### src/rtl/counter_pkg.sv
// Shared definitions for the free-running up-counter.
//   DefaultWidth : default counter width (8 bits)
//   MaxWidth     : widest legal counter
//   count_t      : counter value type at the default width
//   CountMax     : all-ones value of count_t, the last value before a wrap
package counter_pkg;

  localparam int unsigned DefaultWidth = 8;
  localparam int unsigned MaxWidth     = 32;

  typedef logic [DefaultWidth-1:0] count_t;

  localparam count_t CountMax = '1;

endpackage

### src/rtl/counter_inc.sv
// Combinational WIDTH-bit incrementer.
// Ports:
//   value : operand
//   sum   : value + 1, modulo 2^WIDTH
//   carry : high when value is all ones, i.e. the increment wraps
module counter_inc #(
  parameter int unsigned WIDTH = 8
) (
  input  logic [WIDTH-1:0] value,
  output logic [WIDTH-1:0] sum,
  output logic             carry
);

  logic [WIDTH:0] ext;

  // One extra bit catches the carry-out of the all-ones case.
  assign ext          = {1'b0, value} + {{WIDTH{1'b0}}, 1'b1};
  assign {carry, sum} = ext;

endmodule

### src/rtl/counter.sv
// Free-running WIDTH-bit up-counter with count enable and a one-cycle wrap pulse.
// Ports:
//   clk      : clock, all state changes on its rising edge
//   reset_n  : asynchronous active-low reset, clears count and overflow
//   enable   : count enable, sampled on the rising edge of clk
//   count    : current counter value (registered)
//   overflow : registered pulse, high for the cycle after count wraps to 0
module counter
  import counter_pkg::*;
#(
  parameter int unsigned WIDTH = DefaultWidth
) (
  input  logic             clk,
  input  logic             reset_n,
  input  logic             enable,
  output logic [WIDTH-1:0] count,
  output logic             overflow
);

  if (WIDTH == 0 || WIDTH > MaxWidth) begin : gen_bad_width
    $error("counter: WIDTH must be in 1..32");
  end

  logic [WIDTH-1:0] count_q, count_d;
  logic             overflow_q, overflow_d;
  logic [WIDTH-1:0] inc_sum;
  logic             inc_carry;

  counter_inc #(
    .WIDTH (WIDTH)
  ) u_inc (
    .value (count_q),
    .sum   (inc_sum),
    .carry (inc_carry)
  );

  // The incrementer's carry is exactly "count was max", so it becomes the pulse.
  always_comb begin
    count_d    = count_q;
    overflow_d = 1'b0;
    if (enable) begin
      count_d    = inc_sum;
      overflow_d = inc_carry;
    end
  end

  always_ff @(posedge clk or negedge reset_n) begin
    if (!reset_n) begin
      count_q    <= '0;
      overflow_q <= 1'b0;
    end else begin
      count_q    <= count_d;
      overflow_q <= overflow_d;
    end
  end

  assign count    = count_q;
  assign overflow = overflow_q;

`ifndef SYNTHESIS
  if (WIDTH > 1) begin : gen_pulse_chk
    a_pulse_single : assert property (@(posedge clk) disable iff (!reset_n)
      overflow_q |=> !overflow_q)
      else $error("counter: overflow high for two consecutive cycles");
  end

  a_pulse_at_zero : assert property (@(posedge clk) disable iff (!reset_n)
    overflow_q |-> (count_q == '0))
    else $error("counter: overflow high while count is nonzero");
`endif

endmodule

### config.mk
export PLATFORM = sky130hd
export DESIGN_NAME = counter
export DESIGN_NICKNAME = d
export VERILOG_FILES = /design/src/rtl/counter_pkg.sv /design/src/rtl/counter_inc.sv /design/src/rtl/counter.sv
export SDC_FILE = /design/constraint.sdc
export NUM_CORES = 1
export LEC_CHECK = 0
export ABC_CLOCK_PERIOD_IN_PS = 3200
export CAP_MARGIN = 10
export CORE_AREA = 2 2 39 41
export DETAILED_ROUTE_END_ITERATION = 6
export DIE_AREA = 0 0 41 43
export GPL_TIMING_DRIVEN = 0
export MAX_ROUTING_LAYER = met4
export PLACE_DENSITY = 0.5
export SYNTH_ARGS = -nofsm -noshare
export SYNTH_HDL_FRONTEND = slang
export SYNTH_SLANG_ARGS = --single-unit
### constraint.sdc
create_clock -name clk -period 3.2 [get_ports clk]
set_input_delay 0.64 -clock clk [delete_from_list [all_inputs] [get_ports clk]]
set_output_delay 0.64 -clock clk [all_outputs]
set_load 0.05 [all_outputs]
==> impl_metrics.ini <==
[timing]
rsz0062_at_grt = false
slew_violations = 0
tightest_slew_ns = 0.500
max_freq_ghz = 0.454
hold_viol = 0
finalSetupViolations = 0
period_share_pct = 68.8
setup_tns_ns = 0
finClkSkew_ns = 0.00683
fin_ws_ns = 0.997
max-slew-margin-rel_pct = 66.6
period_needed_ns = 2.20

[setup_path]
path_class = flop to primary output
endpoint_kind = primary output
r2r_cells = 4
slowest_stage = clkdlybuf4s50_1
r2r_end = count[6]
crit_start = count[2]
path_buf_inv = 1
reg2reg_from = count[0]
cp_max_fo = 6
endpoint = count[2]
critPathMaxStageDelay_ns = 0.85
rrSetupSlack_ns = 2.02
critPathRequiredTime_ns = 2.56
cp.arrival_ns = 1.56
critical_path.top_delay_family = buffers and inverters
path_depth = 1
crit_chain = clkdlybuf4s50_1
cp-start-kind = flop

[pwr]
p_per_area_mw_per_mm2 = 1150
p_switching_uw = 301
p_leak_uw = 0.000233
seqPwrFrac_pct = 35.3
p_int_uw = 320
power_frac_clock_pct = 13.9
swShare_pct = 48.5
irDropWorstVdd_uv = 594
combPwrFrac_pct = 50.8

[job]
maxCapViolations = 0

[detailed_routing]
drc = 0
wire_per_inst_um = 10.5
drtAntennaViolNets = 0
drt-initial-drc-count = 0
finalWirelength_um = 654
viasPerCell = 4.37
via_count = 271
first_pass_iters = 1

[global_routing]
grt_antenna_before_repair = 0
overflow = 0
grt_pass1_vias = 248
grt_max_degree = 10
track_usage_pct = 9.67
grt_pass1_wl_um = 1040

[final_layout]
area_growth_pct = 40.7
drive_gt1_share_pct = 15.2
nets = 51
antenna_cells = 0

[clock_network]
clk_latency_ns = 0.26
cts_resized = 0
postCtsHoldBufs = 0
post_cts.repair.setup_buffers = 0
cts_tree = yes
numCtsBuffers = 3
cts-root-buf = clkbuf_4
cts_sinks = 9
htreeDepth = 1
cts_buffer_depth = 2
clk_pin_slew_ns = 0.06

[placed_design]
pre_cts_ws_ns = 1.28
routabilityCongestion = 0.690
io_buffers = 11

[synthesis]
synth_cell_types = 14
syn_area_um2 = 384
synth_nets = 35
seq_area_frac_synth_pct = 58.6
syn_inst = 31
syn_area_per_cell_um2 = 12.4
ys_seq_elements = 9
ys_warn_count = 0

[floorplan]
io_pins = 12
die_h_um = 43
rows = 14
core_area_mm2 = 0.00138
die_x_um = 41
start_util_pct = 27.8
die_area_mm2 = 0.00176

[hold_path]
min_from = count[6]
hp-class = flop to flop

[run_status]
run_status = finished, final reports clean
[power groups by stage]
stage | Sequential (µW) | Clock (µW) | Combinational, µW
after CTS | 220 | 89.6 | 320
after global placement | 218 | 0 | 319
after detailed placement | 222 | 0 | 319
after global routing | 230 | 91.4 | 338
after floorplan | 361 | 0 | 67.8
final | 219 | 86.2 | 316
[worst register-to-register path: stages, from the launching register on]
cell     delay [ns]
dfrtp_1        0.44
ha_1           0.21
nand4_2        0.16
nor2_2         0.15
xor2_1         0.15
[how the worst min path moves through the flow]
stage / cells after the start / end / slack, ns
after global routing: 1 / count[6] / 0.53
after detailed placement: 1 / count[6] / 0.49
after global placement: 1 / count[6] / 0.48
after floorplan: 0 / count[0] / 0.34
final: 1 / count[6] / 0.51
after CTS: 1 / count[6] / 0.51
[synth_stat cells]
cell / n / share of area [%]
nor2_2: 1 / 1.6
xnor2_1: 4 / 9.1
nor3_2: 1 / 2.6
inv_1: 1 / 0.98
dfrtp_1: 9 / 59
xor2_1: 3 / 6.8
mux2_2: 1 / 2.9
nand4_2: 1 / 3.3
nand3_1: 3 / 3.9
nand4_1: 1 / 1.6
ha_1: 1 / 3.3
nand2_1: 3 / 2.9
nor2_1: 1 / 0.98
nor3_1: 1 / 1.3
[cells by family (layout without fill, tap and decap cells)]
kind of cell  count (synthesis)  after routing  share of synthesized area, %
xor+xnor                      7              7                          16.0
fa+ha+maj                     1              1                          3.26
buf+inv                       1             16                         0.976
mux                           1              1                          2.93
flops                         9              9                          58.6
simple gates                 12             12                          18.2
[placed cells by master (no fill, tap or decap)]
| cell | count |
|---|---|
| mux2_2 | 1 |
| nand2_1 | 3 |
| dfrtp_1 | 9 |
| ha_1 | 1 |
| nand4_1 | 1 |
| clkbuf_4 | 3 |
| nand4_2 | 1 |
| xor2_1 | 3 |
| nor2_1 | 1 |
| xnor2_1 | 4 |
| nor3_2 | 1 |
| inv_1 | 1 |
| nand3_1 | 3 |
| nor3_1 | 1 |
| clkbuf_1 | 1 |
| nor2_2 | 1 |
| clkdlybuf4s50_1 | 11 |
[layout make-up]
type | count | area, µm²
multi-input cells | 21 | 155
repair buffers | 11 | 110
well taps | 16 | 20.0
flip-flops and latches | 9 | 225
clock buffers | 4 | 26.3
fillers | 133 | 843
inverters | 1 | 3.75
[routing by layer]
metal,vias to the layer above,routed length [µm],GRT usage (%)
li1,136,-,-
met2,11,273,10.3
met4,0,0,8.00
met1,124,323,14.0
met3,0,57,3.14
met5,-,0,-
[metrics by stage]
step	hold slack, ns	util [%]	power [µW]	instances	instance area [µm²]
5_1_grt	0.532	39.1	660	62	541
4_1_cts	0.507	39.1	630	62	541
6_report	0.508	39.1	622	62	541
3_5_place_dp	0.495	37.2	540	58	514
3_3_place_gp	0.484	37.2	537	58	514
2_1_floorplan	0.344	-	429	31	384
[registers in the layout, indices dropped and copies added, names as in the netlist]
name      flops
count         8
overflow      1
(Power assumes the default switching activity.)
